`src/rtl/adc_frame_pkg.sv`:
```
// Shared types and constants for the ADC frame packer.
package adc_frame_pkg;

  localparam int FRAME_CNT_W = 16;
  localparam int DATA_W      = 14;
  localparam int A_LSB       = 0;
  localparam int A_OVR       = 15;
  localparam int B_LSB       = 16;
  localparam int B_OVR       = 31;

  typedef enum logic [1:0] {
    IDLE,
    ARMED,
    CAPTURE,
    DRAIN
  } state_t;

  function automatic logic [31:0] pack_word(
    input logic [DATA_W-1:0] a,
    input logic [DATA_W-1:0] b,
    input logic              ova,
    input logic              ovb
  );
    logic [31:0] w;
    w = '0;
    w[A_LSB +: DATA_W] = a;
    w[A_OVR]           = ova;
    w[B_LSB +: DATA_W] = b;
    w[B_OVR]           = ovb;
    return w;
  endfunction

endpackage

```
`src/rtl/adc_frame_fifo.sv`:
```
// Synchronous first-word-fall-through FIFO with occupancy count.
module adc_frame_fifo #(
  parameter int WIDTH = 33,
  parameter int DEPTH = 16
) (
  input  logic                   clk,
  input  logic                   rst,
  input  logic                   push,
  input  logic [WIDTH-1:0]       din,
  input  logic                   pop,
  output logic [WIDTH-1:0]       dout,
  output logic [$clog2(DEPTH):0] count,
  output logic                   full,
  output logic                   empty
);

  localparam int AW = $clog2(DEPTH);

  logic [WIDTH-1:0] mem [DEPTH];
  logic [AW-1:0]    wr_ptr;
  logic [AW-1:0]    rd_ptr;
  logic             do_push;
  logic             do_pop;

  assign full    = (count == (AW+1)'(DEPTH));
  assign empty   = (count == '0);
  assign do_push = push & ~full;
  assign do_pop  = pop & ~empty;
  // Head is muxed to zero when empty so the port reads 0 after reset.
  assign dout    = empty ? '0 : mem[rd_ptr];

  always_ff @(posedge clk) begin
    if (rst) begin
      wr_ptr <= '0;
      rd_ptr <= '0;
      count  <= '0;
    end else begin
      if (do_push) wr_ptr <= wr_ptr + 1'b1;
      if (do_pop)  rd_ptr <= rd_ptr + 1'b1;
      if (do_push && !do_pop)      count <= count + 1'b1;
      else if (!do_push && do_pop) count <= count - 1'b1;
    end
  end

  always_ff @(posedge clk) begin
    if (do_push) mem[wr_ptr] <= din;
  end

endmodule

```
`src/rtl/adc_frame_packer.sv`:
```
// Arm/trigger frame capture of AD9648 sample pairs into a 32-bit stream.
// Optional 2^DECIM_LOG2 averaging is enabled by ADC_FRAME_DECIM_EN.
module adc_frame_packer
  import adc_frame_pkg::*;
#(
  parameter int BIT_WIDTH  = 14,
  parameter int FRAME_LEN  = 1024,
  parameter int FIFO_DEPTH = 16,
  parameter int DECIM_LOG2 = 2
) (
  input  logic                   clk_in,
  input  logic                   rst_in,
  input  logic                   enable_in,
  input  logic                   trigger_in,
  input  logic                   sample_valid_in,
  input  logic [BIT_WIDTH-1:0]   data_a_in,
  input  logic [BIT_WIDTH-1:0]   data_b_in,
  input  logic                   overrange_a_in,
  input  logic                   overrange_b_in,
  output logic [31:0]            m_data_out,
  output logic                   m_valid_out,
  input  logic                   m_ready_in,
  output logic                   m_last_out,
  output logic                   busy_out,
  output logic                   overflow_out,
  output logic [FRAME_CNT_W-1:0] frame_count_out
);

  localparam int CNT_W = $clog2(FRAME_LEN);
  localparam int OCC_W = $clog2(FIFO_DEPTH) + 1;

  if (BIT_WIDTH > DATA_W || FRAME_LEN < 2 || FIFO_DEPTH < 4 ||
      DECIM_LOG2 < 1) begin : g_bad_param
    $error("adc_frame_packer: illegal parameter set");
  end

  state_t            state;
  state_t            state_nx;
  logic [CNT_W-1:0]  word_cnt;
  logic [OCC_W-1:0]  occ;
  logic              full;
  logic              empty;
  logic              word_vld;
  logic              is_last;
  logic              room;
  logic              push;
  logic [DATA_W-1:0] a_w;
  logic [DATA_W-1:0] b_w;
  logic              ova_w;
  logic              ovb_w;
  logic [32:0]       head;

`ifdef ADC_FRAME_DECIM_EN
  localparam int ACC_W = BIT_WIDTH + DECIM_LOG2;

  logic [DECIM_LOG2-1:0] grp;
  logic [ACC_W-1:0]      acc_a;
  logic [ACC_W-1:0]      acc_b;
  logic [ACC_W-1:0]      sum_a;
  logic [ACC_W-1:0]      sum_b;
  logic                  or_a;
  logic                  or_b;
  logic                  grp_end;

  assign sum_a    = acc_a + ACC_W'(data_a_in);
  assign sum_b    = acc_b + ACC_W'(data_b_in);
  assign grp_end  = &grp;
  assign word_vld = (state == CAPTURE) && sample_valid_in && grp_end;
  assign a_w      = DATA_W'(sum_a >> DECIM_LOG2);
  assign b_w      = DATA_W'(sum_b >> DECIM_LOG2);
  assign ova_w    = or_a | overrange_a_in;
  assign ovb_w    = or_b | overrange_b_in;

  // Holding the group clear while armed aligns it to the trigger.
  always_ff @(posedge clk_in) begin
    if (rst_in || state == ARMED) begin
      grp   <= '0;
      acc_a <= '0;
      acc_b <= '0;
      or_a  <= 1'b0;
      or_b  <= 1'b0;
    end else if (state == CAPTURE && sample_valid_in) begin
      grp <= grp + 1'b1;
      if (grp_end) begin
        acc_a <= '0;
        acc_b <= '0;
        or_a  <= 1'b0;
        or_b  <= 1'b0;
      end else begin
        acc_a <= sum_a;
        acc_b <= sum_b;
        or_a  <= ova_w;
        or_b  <= ovb_w;
      end
    end
  end
`else
  assign word_vld = (state == CAPTURE) && sample_valid_in;
  assign a_w      = DATA_W'(data_a_in);
  assign b_w      = DATA_W'(data_b_in);
  assign ova_w    = overrange_a_in;
  assign ovb_w    = overrange_b_in;
`endif

  // The last word may use the slot reserved for it.
  assign is_last = (word_cnt == CNT_W'(FRAME_LEN - 1));
  assign room    = is_last ? !full
                           : (occ < OCC_W'(FIFO_DEPTH - 1));
  assign push    = word_vld && room;

  adc_frame_fifo #(
    .WIDTH (33),
    .DEPTH (FIFO_DEPTH)
  ) u_fifo (
    .clk   (clk_in),
    .rst   (rst_in),
    .push  (push),
    .din   ({is_last, pack_word(a_w, b_w, ova_w, ovb_w)}),
    .pop   (m_ready_in),
    .dout  (head),
    .count (occ),
    .full  (full),
    .empty (empty)
  );

  assign m_valid_out = !empty;
  assign m_data_out  = head[31:0];
  assign m_last_out  = head[32];
  assign busy_out    = (state == CAPTURE) || (state == DRAIN);

  always_ff @(posedge clk_in) begin
    if (rst_in) state <= IDLE;
    else        state <= state_nx;
  end

  always_comb begin
    state_nx = state;
    unique case (state)
      IDLE:    if (enable_in) state_nx = ARMED;
      ARMED:   if (!enable_in)     state_nx = IDLE;
               else if (trigger_in) state_nx = CAPTURE;
      CAPTURE: if (word_vld && is_last) state_nx = DRAIN;
      DRAIN:   if (empty) state_nx = enable_in ? ARMED : IDLE;
      default: state_nx = IDLE;
    endcase
  end

  always_ff @(posedge clk_in) begin
    if (rst_in) begin
      word_cnt        <= '0;
      overflow_out    <= 1'b0;
      frame_count_out <= '0;
    end else begin
      if (state == ARMED) word_cnt <= '0;
      else if (word_vld)  word_cnt <= word_cnt + 1'b1;
      if (word_vld && !room) overflow_out <= 1'b1;
      if (m_valid_out && m_ready_in && m_last_out)
        frame_count_out <= frame_count_out + 1'b1;
    end
  end

endmodule
```
`config.mk`:
```
export PLATFORM = sky130hd
export DESIGN_NAME = adc_frame_packer
export DESIGN_NICKNAME = d
export VERILOG_FILES = /design/src/rtl/adc_frame_pkg.sv /design/src/rtl/adc_frame_fifo.sv /design/src/rtl/adc_frame_packer.sv
export SDC_FILE = /design/constraint.sdc
export NUM_CORES = 1
export LEC_CHECK = 0
export CORE_MARGIN = 4
export CORE_UTILIZATION = 53
export CTS_BUF_LIST = sky130_fd_sc_hd__clkbuf_8 sky130_fd_sc_hd__clkbuf_16
export DETAILED_ROUTE_END_ITERATION = 7
export PLACE_DENSITY = 0.71
export SLEW_MARGIN = 20
export SYNTH_ARGS = -nofsm -noshare
export SYNTH_HDL_FRONTEND = slang
export SYNTH_SLANG_ARGS = --single-unit
```
`constraint.sdc`:
```
create_clock -name clk_in -period 4.2 [get_ports clk_in]
set_input_delay 0.84 -clock clk_in [delete_from_list [all_inputs] [get_ports clk_in]]
set_output_delay 0.84 -clock clk_in [all_outputs]
set_load 0.02 [all_outputs]
```
==> results.txt, run 1 <==
* Endpoints failing setup: 0
- Number of rows created at floorplan: 72
* Maximum number of pins on one net before global-route repair: 37
- Part of the cycle the worst path needs: 0.9508
* Synth Register Bits: 542
- Setup TNS: 0 ns
- Main flop type after synthesis: sky130_fd_sc_hd__edfxtp_1
- Highest clock rate: about 0.25 GHz
* Slew Limit Fails: 0
- The critical path goes through buf_4 -> mux4_2 -> mux4_2 -> nor2b_1 -> clkdlybuf4s50_1.
* Buffers on Ports: 85
- Via count: a little over 10000
- In this design, the critical path's most frequently occurring cell is sky130_fd_sc_hd__mux4_2.
- Share of final-layout standard cells stronger than drive strength 1: 0.2604
- The tool flagged a number of max-cap violations equal to 0.
- Post-route antenna net violation count: 0
- Startpoint of the lowest-slack register-to-register path: u_fifo.count[0]
- In this design, the stage delay of the slowest critical-path cell is around 0.60 ns.
- Critical path start-end classification: reg2out
* R2R Path End: u_fifo.count[4]
- The number of different library cells used by synthesis comes to 48.
- STA classifies the critical path startpoint as a flip-flop.
* Met1 demand-to-capacity share in global routing: 0.2961
- Number of hold-repair buffers added at the cts stage: 0
- After the last flow step, the layout net total stands at approximately 1200.
- The die is a little over 200 um tall.
* Leakage power figure: 0.007771 uW
- Number of endpoints with negative hold slack in the final report: 0
- Post-layout total power: about 14000 uW
- GR met3 Demand/Resource: 0.03174
* CP max FO: 26
* # fillers: 2640
* Total global-route track usage: 0.2067
* Setup skew after layout: about 0.028 ns
- CP Capture Type: output pin
- Counting flops with a built-in enable in the synthesized netlist gives between 400 and 500.
- Along the worst hold path, the cell count comes to 2.
- Worst-case vdd ir drop: slightly below 0.0003 V
- For the pin with the worst max-slew slack, the measured transition is ~0.81 ns.
- Die footprint: 42970 um^2
* Max-Slew Margin vs Limit: 0.4431
- After detailed routing, the number of vias per cell comes to 5.982.
- Routing usage on met2: 0.3409
- The initial antenna violation count came to 0.
* Clock latency on the worst-skew pair: a little under 0.6 ns
- Number of top-level pins: 88
- Final antenna diode count: 0
- In this run the register-to-register setup slack is approximately 1.1 ns.
- Total gr overflow: 0
* Post-CTS repair timing setup buffer count: 0
* Width of the chip: about 210 um
- Gpl congestion: 0.7475
* Power density over cell area: between 500 and 600 nW/um^2
- Dpl hpwl: 24.71 mm
- Synthesis produced a netlist whose cell count is between 1000 and 1500.
- Seq/Total Area, Yosys: 0.7513
- Largest area contributor in the synthesized netlist: sky130_fd_sc_hd__edfxtp_1
- The worst hold path terminates at overflow_out.
- Detailed-route wire length per cell: approximately 26 um
- Critical-path cell with the highest stage delay: sky130_fd_sc_hd__dfxtp_4
- For this run, asynchronously set or reset flops after synthesis account for 0.
- Violation count after the first detailed-route iteration: 992
- Number of buffers created by CTS: 53
* CTS Sinks: around 540
* Effective utilization at floorplan: 0.5409
* Clock tree from TritonCTS: built
- First-pass GRT wire length: 66.57 mm
* Area grow syn2layout: 17.26%
* Worst EP arrival: 3.15 ns
- Total Routed Length: 44.34 mm
- In the routed design, unresolved DRC markers number 0.
* Leading post-synthesis cells by cell area: sky130_fd_sc_hd__edfxtp_1 (71%), sky130_fd_sc_hd__mux4_2 (16%), sky130_fd_sc_hd__dfxtp_1 (4.4%), sky130_fd_sc_hd__nor2b_1 (1.0%), sky130_fd_sc_hd__xor2_1 (1.0%)
- HP Start: overflow_out
- The core region is 38920 um^2.
- Buffers from clock root to sink, at most: 3
- Yosys warning count: 0
- The number of global-route vias before repair was between 10000 and 15000.
- Clock transition time at the flip-flop clock pins of the worst setup and hold paths: approximately 0.060 ns
- A synthesized cell averages roughly 21 um^2.
- Depth of the CTS H-tree: 2
- The first TritonRoute pass finished after 5 iterations.
- The tree is rooted in a sky130_fd_sc_hd__clkbuf_16.
- Synth top area share: 0.7075
* Minimum clock period: around 4.0 ns
* Worst path required time: between 3 and 4 ns
- Number of cells traversed by the worst register-to-register path: 13
- The min-delay analysis places its worst path in the category reg2reg.
- The flow ran to the end, and the final reports show no timing, DRC or antenna violations.
- Setup repair after global routing left no endpoint under its margin.
* Cell area after synthesis: 21050 um^2
- CTS resizes: 0
- The global routing stage identified its most utilized layer as met2.
-- cell type report --
cell class | instances | area [um^2] | area share
clock inverter | 37 | 250.2 | 0.01014
clock buffer | 57 | 1393 | 0.05641
inverter | 8 | 30.03 | 0.001216
timing repair buffer | 139 | 1519 | 0.06153
tap | 518 | 648.1 | 0.02626
sequential | 542 | 15830 | 0.6411
multi-input combinational | 400 | 5020 | 0.2034
-- flip-flops by register name, summed over array words and instances (netlist names), named ones only --
signal,count
frame_count_out,16
overflow_out,1
state,1
u_fifo.count,5
u_fifo.mem,496
u_fifo.rd_ptr,4
u_fifo.wr_ptr,4
word_cnt,10
-- logic make-up after synthesis --
kind of cell             after synthesis  share of synthesized area
multiplexers                         160                     0.1659
buffers and inverters                 61                    0.01218
flip-flops                           542                     0.7513
XOR/XNOR                              28                    0.01165
adder cells (fa/ha/maj)               12                   0.007489
AO/OA/AOI/OAI                         42                    0.01230
AND/OR/NAND/NOR                      156                    0.03899
other                                  1                  0.0001781
-- stage by stage --
step / hold slack, ns / instances / setup WS [ns] / utilization / instance area [um^2]
after detailed placement: 0.4717 / 1601 / 0.6773 / 0.5909 / 23000
final: 0.4835 / 1701 / 0.2067 / 0.6343 / 24680
after floorplan: 0.4666 / 1003 / 0.5246 / - / 21060
after global routing: 0.5032 / 1701 / 0.1004 / 0.6343 / 24680
after global placement: 0.4556 / 1601 / 0.6820 / 0.5909 / 23000
after CTS: 0.4880 / 1695 / 0.04571 / 0.6331 / 24640
-- critical path: cells and delay by family (launching register included) --
kind | cells | cell delay, ns
buf+inv | 2 | 0.96
flops | 1 | 0.60
mux | 2 | 0.86
simple gates | 1 | 0.14
-- layer usage --
metal | vias to the layer above | share of wire
li1 | 4397 | -
met1 | 5365 | 0.42
met2 | 352 | 0.51
met3 | 62 | 0.055
met4 | 0 | 0.018
met5 | - | 0
-- power by group --
group | total [uW] | internal [uW] | switching [uW]
Clock | 4450 | 2550 | 1900
Sequential | 6020 | 5930 | 91.0
Combinational | 3150 | 1610 | 1530
-- cell usage after synthesis, types with 3 or more instances --
cell and instances:
sky130_fd_sc_hd__inv_1 7, sky130_fd_sc_hd__mux4_2 151, sky130_fd_sc_hd__nor3_1 3, sky130_fd_sc_hd__xnor2_1 4
sky130_fd_sc_hd__nor2_1 49, sky130_fd_sc_hd__nand4_1 9, sky130_fd_sc_hd__nand3_1 6, sky130_fd_sc_hd__and2_1 16
sky130_fd_sc_hd__edfxtp_1 496, sky130_fd_sc_hd__buf_2 10, sky130_fd_sc_hd__nand2_1 14, sky130_fd_sc_hd__nor2b_1 34
sky130_fd_sc_hd__o2111ai_1 4, sky130_fd_sc_hd__o21ai_0 6, sky130_fd_sc_hd__mux2i_1 7, sky130_fd_sc_hd__and3_1 5
sky130_fd_sc_hd__o21ai_1 4, sky130_fd_sc_hd__ha_1 11, sky130_fd_sc_hd__nor4_1 3, sky130_fd_sc_hd__dfxtp_1 46
sky130_fd_sc_hd__or3_1 5, sky130_fd_sc_hd__xor2_1 24, sky130_fd_sc_hd__clkbuf_1 27, sky130_fd_sc_hd__a21oi_1 16
sky130_fd_sc_hd__buf_1 13
-- worst max-delay path by stage --
stage / start / endpoint / slack [ns] / depth (start not counted)
2_1_floorplan: word_cnt[0] / u_fifo.count[4] / 0.52 / 14
3_3_place_gp: flip-flop / m_data_out[4] / 0.68 / 6
3_5_place_dp: flip-flop / m_data_out[4] / 0.68 / 6
4_1_cts: flip-flop / m_data_out[6] / 0.05 / 6
5_1_grt: flip-flop / m_data_out[13] / 0.10 / 5
6_report: flip-flop / m_data_out[17] / 0.21 / 5
-- placed cells by master (no fill, tap or decap), drive strengths merged, types with 4 or more instances in the layout --
| cell type | netlist | routed |
|---|---|---|
| o2111ai | 4 | 4 |
| ha | 11 | 11 |
| and2 | 16 | 16 |
| inv | 8 | 22 |
| clkbuf | 27 | 57 |
| and3 | 5 | 5 |
| clkdlybuf4s50 | 0 | 85 |
| o21ai | 10 | 10 |
| mux2i | 7 | 7 |
| nor2b | 34 | 34 |
| xnor2 | 4 | 4 |
| nor2 | 51 | 51 |
| buf | 26 | 54 |
| a21oi | 16 | 16 |
| xor2 | 24 | 24 |
| clkinv | 0 | 19 |
| nor3 | 4 | 4 |
| nand4 | 9 | 9 |
| dfxtp | 46 | 46 |
| or3 | 5 | 5 |
| mux4 | 151 | 151 |
| edfxtp | 496 | 496 |
| nand3 | 6 | 6 |
| nand2 | 14 | 14 |
(Power assumes the default switching activity.)
==> inputs of run 2 (changes only) <==
Settings changed: DONT_BUFFER_PORTS from default to 1, PLACE_DENSITY 0.71 to 0.68.
==> run 2 against run 1 <==
  * Worst hold slack lost 0.16 ns
  * Critical path depth shrank 1
  * First-iteration DRC count grew 2.3%
  * Clock power grew 3%
  * Core utilization shrank 2.6 points
  * Via count shrank 4.4%
  * Final cell count shrank 5.6%
  * Wire length shrank 4.0%
  * Non-clock buffer count shrank 101
  * Sequential power grew 0.8%
  * Die area is the same
  * Largest cell class unchanged
  * Highest routed layer unchanged
==> results.txt, run 2 (same netlist as run 1, synthesis figures left out) <==
- The count of fill cells added during filler insertion is 2677 (+1.4%).
* Design area: 23690 um^2 (-4.0%)
* Average vias per placed instance: 6.060 (+1.3%)
* Total Routed Length: 42.57 mm (-4.0%)
- The overall routing resource usage is 0.1991 (-0.007607).
* Register ranked first by flip-flop count: u_fifo.mem
- Number of cells traversed by the worst register-to-register path: 14 (+1)
- The HPWL after detailed placement was 23.88 mm (-3.4%).
- Commonest cells after routing, fill and taps aside: sky130_fd_sc_hd__edfxtp_1 (496), sky130_fd_sc_hd__mux4_2 (151), sky130_fd_sc_hd__clkbuf_16 (55)
* Area grow syn2layout: 12.52%
* Endpoints failing setup: 0 (unchanged)
- Clock root cell: sky130_fd_sc_hd__clkbuf_16
* Final antenna diode count: 0 (unchanged)
* NumNets Final: 1091 (-8.5%)
- Worst path required time: 3.36 ns (about the same)
- The layout cell share with drive strength beyond 1 is 0.2640 (+0.003674).
- Clock latency on the worst-skew pair: 0.58 ns (about the same)
* Power density over cell area: 550.6 nW/um^2 (-0.20%)
* Largest registers ranked by flip-flop count: u_fifo.mem x496, frame_count_out x16, word_cnt x10
- The total number of H-tree levels was 2 (unchanged).
* Number of rows created at floorplan: 72 (unchanged)
* Setup TNS: 0 ns (unchanged)
* Post-route antenna net violation count: 0 (unchanged)
* Worst Tran Pin Value: 0.7733 ns (-0.04103 ns)
- The number of standard cells in the layout, taps in and fillers out is 1605 (-5.6%).
* Max_cap viols: 0 (unchanged)
- The post-detailed-placement cell area came to 22000 um^2 (-4.4%).
* Startpoint of the lowest-slack register-to-register path: word_cnt[0]
* Unrepaired setup endpoints after global routing: false
- Number of endpoints with negative hold slack in the final report: 0 (unchanged)
* Remaining routing DRC violations: 0 (unchanged)
- The relative contribution of sequential cells to total power was 0.465 (+0.023).
- The leakage power was 0.007359 uW (-5.3%).
- CTS resizes: 0 (unchanged)
- The last weighted congestion value of the routability-driven placer is 0.7477 (about the same).
- The maximum clock insertion buffer count was 3 (unchanged).
- The data arrival at the endpoint of the critical path was 2.89 ns (-0.26 ns).
- The iteration count of the initial detailed-routing pass is 5 (unchanged).
- Class of the tightest hold or removal check: in2reg
- HP Start: rst_in
- STA classifies the critical path startpoint as a flip-flop.
- The horizontal die dimension came to 207.3 um (unchanged).
- The number of global-route vias before repair was 9955 (-4.3%).
- CP Capture Type: output pin
- TritonCTS built the clock tree.
* Worst-case vdd ir drop: 0.0004108 V (+40%)
* Number of hold-repair buffers added at the cts stage: 0 (unchanged)
- Max-Slew Margin vs Limit: 0.4845 (+0.04139)
- Violation count after the first detailed-route iteration: 1015 (+2.3%)
- The run finished with clean final reports.
- CTS Sinks: 542 (unchanged)
* Switching share of power: 0.2577 (-0.0008765)
- The first-pass GRT wire length is 64.83 mm (-2.6%).
* Number of flip-flops in the largest register: 496 (unchanged)
- Clock transition time at the flip-flop clock pins of the worst setup and hold paths: 0.06 ns (about the same)
- The switching component of the power was 3362 uW (-4.6%).
- Number of top-level pins: 88 (unchanged)
* Part of the cycle the worst path needs: 0.8873 (-0.06350)
- The worst hold slack across all endpoints is 0.3254 ns (-0.1580 ns).
- The detailed-route via count is 9727 (-4.4%).
* Slew Limit Fails: 0 (unchanged)
- The number of buffers added by the clock tree synthesis step was 53 (unchanged).
- Post-CTS repair timing setup buffer count: 0 (unchanged)
* Highest clock rate: 0.2683 GHz (+7.2%)
* Initial antenna violation count: 1 (+1)
- Setup skew after layout: 0.009346 ns (-0.01822 ns)
- The effective utilization at floorplan was 0.5409 (unchanged).
- The power share of the combinational group was 0.184 (-0.047).
- Total instance count after detailed placement: 1506 (-5.9%)
- Clock network fraction of design power: 0.350 (+0.023)
* Hold-critical path depth: 1 (-1)
- Die footprint: 42970 um^2 (unchanged)
- Total gr overflow: 0 (unchanged)
- CP max FO: 32 (+23%)
* Minimum clock period: 3.727 ns (-0.2667 ns)
* Core box area: 38920 um^2 (unchanged)
- The count of input and output buffers is 0 (-100%).
- The maximum number of pins on one net before global-route repair came to 39 (+5.4%).
* Detailed-route wire length per cell: 26.53 um (+1.8%)
- Most common library cell in the layout ignoring fill and taps: sky130_fd_sc_hd__edfxtp_1
* Int Pwr: 9681 uW (-4.1%)
- Critical path start-end classification: reg2out
* Chip Height: 207.3 um (unchanged)
-- run 2: cell count changes in the layout (fill, tap and decap cells not counted), sizes merged --
| cell | delta |
|---|---|
| clkdlybuf4s50 | -85 |
| clkinvlp | +1 |
| buf | -16 |
| clkinv | +4 |
| clkbuf | -2 |
| bufinv | +2 |
-- run 2: critical path, cell delays in order (launching register included) --
cell and delay [ns]:
sky130_fd_sc_hd__dfxtp_4 0.63, sky130_fd_sc_hd__buf_12 0.32, sky130_fd_sc_hd__mux4_2 0.55, sky130_fd_sc_hd__mux4_2 0.53
sky130_fd_sc_hd__nor2b_1 0.23
-- run 2: metal layers --
metal | part of all wire | global-route usage
met1 | 0.43 | 0.2937
met2 | 0.50 | 0.3163
met3 | 0.059 | 0.03778
met4 | 0.016 | 0.04674
met5 | 0 | 0
-- run 2: worst paths after layout --
kind              slack [ns]             endpoint
setup / recovery        0.47       m_data_out[26]
hold / removal          0.33  frame_count_out[13]
setup reg to reg        0.97      u_fifo.count[4]
hold reg to reg         0.49            flip-flop
-- run 2: power by group through the flow --
stage                     combinational (uW)  clock, uW  sequential [uW]
after detailed placement                2470          0             6190
after floorplan                         2010          0             6090
final                                   2400       4570             6070
after global placement                  2460          0             6190
after CTS                               2470       4670             6080
after global routing                    2610       4900             6090
-- run 2: final cells by class --
| cell class | count | area [um^2] | share of cell area |
|---|---|---|---|
| Clock buffer | 55 | 1376 | 0.05810 |
| Clock inverter | 44 | 315.3 | 0.01331 |
| Inverter | 8 | 30.03 | 0.001268 |
| Multi-Input combinational cell | 400 | 5020 | 0.2119 |
| Sequential cell | 542 | 15830 | 0.6681 |
| Tap cell | 518 | 648.1 | 0.02736 |
| Timing Repair Buffer | 38 | 473.0 | 0.01997 |
-- run 2: through the flow --
| stage | utilization | setup WS (ns) | power [uW] |
|---|---|---|---|
| after global placement | 0.5652 | 0.8989 | 8651 |
| final | 0.6087 | 0.4734 | 13040 |
| after CTS | 0.6087 | 0.3986 | 13220 |
| after global routing | 0.6087 | 0.2412 | 13590 |
| after detailed placement | 0.5652 | 0.8676 | 8655 |
| after floorplan | - | 0.5246 | 8092 |
==> inputs of run 3 (changes only) <==
Settings changed: CORE_UTILIZATION 53 to 50, PLACE_DENSITY 0.68 to default.
==> run 3 against run 2 <==
  * Maximum frequency decreased by 1.0%
  * Clock power decreased by 1%
  * Sequential power about the same
  * Die area increased by 5.8%
  * Critical path type unchanged
==> results.txt, run 3 (same netlist as run 1, synthesis figures left out) <==
* Outcome: completed
- The total number of H-tree levels was 2 (unchanged).
- The overall routing resource usage was 0.1994 (+0.0003591).
* Remaining routing DRC violations: 0 (unchanged)
- The initial antenna violation count came to 2 (+1).
- The number of clock sinks is 542 (unchanged).
* Clock latency on the worst-skew pair: 0.60 ns (+0.02 ns)
- Gpl congestion: 0.7108 (-4.9%)
* Highest clock rate: 0.2657 GHz (-1.0%)
* Worst path required time: 3.36 ns (about the same)
* Class of the tightest hold or removal check: in2reg
- Power density over cell area: 548.2 nW/um^2 (-0.44%)
* Number of buffers created by CTS: 54 (+1.9%)
- Dpl hpwl: 24.35 mm (+2.0%)
* Average vias per placed instance: 5.975 (-1.4%)
* Die footprint: 45450 um^2 (+5.8%)
- The stage delay of the slowest cell on the critical path is 0.64 ns (about the same).
* Effective utilization at floorplan: 0.5109 (-0.02999)
* Via count: 9697 (-0.31%)
* CP max FO: 36 (+13%)
* Detailed-route wire length per cell: 27.05 um (+2.0%)
* Core box area: 41200 um^2 (+5.9%)
* CTS resizes: 0 (unchanged)
- In this design, the critical path's most frequently occurring cell is sky130_fd_sc_hd__mux4_2.
- R2R Path End: u_fifo.count[4]
* Final antenna diode count: 0 (unchanged)
* Kind of start point of the critical path: flip-flop
- The layout cell share with drive strength beyond 1 came to 0.2731 (+0.009114).
* Max-Slew Margin vs Limit: 0.4038 (-0.08066)
* CP Cell Sequence: buf_12 -> mux4_2 -> mux4_2 -> nor2b_1
- Maximum number of pins on one net before global-route repair: 37 (-5.1%)
- NumNets Final: 1094 (+0.27%)
- The final-report setup violation count came to 0 (unchanged).
- The leakage power was 0.007362 uW (about the same).
- Stages on the worst setup path: 4 (unchanged)
- Number of hold-repair buffers added at the cts stage: 0 (unchanged)
- The minimum clock period came to 3.764 ns (+0.03770 ns).
* Post-CTS repair timing setup buffer count: 0 (unchanged)
- TritonCTS built the clock tree.
- Worst-case vdd ir drop: 0.0003093 V (-25%)
- Commonest cells after routing, fill and taps aside: sky130_fd_sc_hd__edfxtp_1 (496), sky130_fd_sc_hd__mux4_2 (151), sky130_fd_sc_hd__clkbuf_16 (54)
* Max_cap viols: 0 (unchanged)
- Setup TNS: 0 ns (unchanged)
- The placement row count is 74 (+2.8%).
* Number of cells traversed by the worst register-to-register path: 14 (unchanged)
* Most common library cell in the layout ignoring fill and taps: sky130_fd_sc_hd__edfxtp_1
- The slack of the worst reg-to-reg path was 0.92 ns (-0.05 ns).
* Part of the cycle the worst path needs: 0.8963 (+0.008977)
- Pre-Repair DR Iteration Count: 5 (unchanged)
- The horizontal die dimension was 213.2 um (+2.8%).
* Number of top-level pins: 88 (unchanged)
- Total gr overflow: 0 (unchanged)
- Number of endpoints with negative hold slack in the final report: 0 (unchanged)
* Critical path destination: m_data_out[23]
- Via count of the first global-routing pass: 10080 (+1.2%)
* Critical-path cell with the highest stage delay: sky130_fd_sc_hd__dfxtp_4
- Largest registers ranked by flip-flop count: u_fifo.mem x496, frame_count_out x16, word_cnt x10
- The setup skew after layout is 0.01846 ns (+0.009118 ns).
- The count of fill cells added during filler insertion was 2972 (+11%).
- The maximum clock insertion buffer count came to 3 (unchanged).
* Violation count after the first detailed-route iteration: 870 (-14%)
- The count of input and output buffers was 0 (unchanged).
- Setup repair after global routing left no endpoint under its margin.
- Worst path bufs/invs: 1 (unchanged)
- The data arrival at the endpoint of the critical path is 2.92 ns (+0.03 ns).
- The number of nets with antenna violations after routing came to 0 (unchanged).
- The slew at the pin closest to its max-slew limit was 0.8943 ns (+0.1210 ns).
- Startpoint of the lowest-slack register-to-register path: word_cnt[0]
* Number of flip-flops in the largest register: 496 (unchanged)
- Cell family with the largest share of critical-path delay: multiplexers
* Critical path start-end classification: reg2out
- The total design power was 12970 uW (-0.58%).
- The clock-pin slew of the registers on the worst-case setup and hold paths is 0.06 ns (about the same).
- Clock root cell: sky130_fd_sc_hd__clkbuf_16
* CP Capture Type: output pin
- The final wirelength came to 43.90 mm (+3.1%).
- The chip height was 213.2 um (+2.8%).
- The first-pass GRT wire length was 66.64 mm (+2.8%).
- Register ranked first by flip-flop count: u_fifo.mem
- Slew Limit Fails: 0 (unchanged)
- Area grow syn2layout: 12.37%
==> run 3: cell types whose count changed in the layout (fill, tap and decap cells not counted), sizes merged <==
cell	previous run	this run
inv	22	24
clkbuf	55	54
clkinv	23	25
buf	38	40
bufinv	5	3
clkinvlp	2	3
==> run 3: report_power, final <==
group | internal [uW] | switching (uW)
Clock | 2520 | 1990
Sequential | 5930 | 134
Combinational | 1090 | 1300
==> run 3: worst register-to-register path, stage by stage, from the launching register on <==
cell and delay, ns:
sky130_fd_sc_hd__dfxtp_1 0.37, sky130_fd_sc_hd__ha_1 0.20, sky130_fd_sc_hd__nand3_1 0.12, sky130_fd_sc_hd__nor3_2 0.16, sky130_fd_sc_hd__buf_4 0.24, sky130_fd_sc_hd__o211a_1 0.38
sky130_fd_sc_hd__ha_1 0.28, sky130_fd_sc_hd__inv_1 0.10, sky130_fd_sc_hd__ha_1 0.31, sky130_fd_sc_hd__nor2b_1 0.15, sky130_fd_sc_hd__o21a_1 0.17, sky130_fd_sc_hd__or3_1 0.30
sky130_fd_sc_hd__a21oi_1 0.19, sky130_fd_sc_hd__xnor2_1 0.13, sky130_fd_sc_hd__nor2_1 0.05
==> run 3: cell type report <==
| type | count | area, um^2 | area share |
|---|---|---|---|
| sequential | 542 | 15830 | 0.6690 |
| multi-input combinational | 400 | 5020 | 0.2122 |
| clock buffer | 54 | 1351 | 0.05712 |
| tap | 532 | 665.6 | 0.02814 |
| timing repair buffer | 40 | 450.4 | 0.01904 |
| clock inverter | 47 | 312.8 | 0.01322 |
| inverter | 8 | 30.03 | 0.001269 |
==> run 3: per-layer routing <==
| layer | up-vias | share of wire | GRT usage |
|---|---|---|---|
| li1 | 4196 | - | - |
| met1 | 5216 | 0.43 | 0.2819 |
| met2 | 235 | 0.50 | 0.3258 |
| met3 | 50 | 0.058 | 0.04702 |
| met4 | 0 | 0.015 | 0.03973 |
| met5 | - | 0 | 0 |
==> run 3: how the worst min path moves through the flow <==
stage / from / endpoint / slack, ns / depth (start not counted)
after floorplan: word_cnt[8] / word_cnt[8] / 0.47 / 2
after global routing: rst_in / frame_count_out[12] / 0.28 / 1
after global placement: u_fifo.rd_ptr[1] / flip-flop / 0.47 / 2
after CTS: rst_in / overflow_out / 0.28 / 1
after detailed placement: u_fifo.rd_ptr[1] / flip-flop / 0.48 / 2
final: rst_in / frame_count_out[14] / 0.32 / 1
==> run 3: through the flow <==
step                        util  hold WS, ns  instance area (um^2)  std cells  setup WS (ns)
after global placement    0.5337       0.4733                 21990       1522         0.8803
final                     0.5741       0.3185                 23660       1623         0.4357
after global routing      0.5741       0.2826                 23660       1623         0.2501
after detailed placement  0.5337       0.4798                 21990       1522         0.8241
after CTS                 0.5741       0.2785                 23660       1623         0.3412
after floorplan                -       0.4666                 21060       1003         0.5246
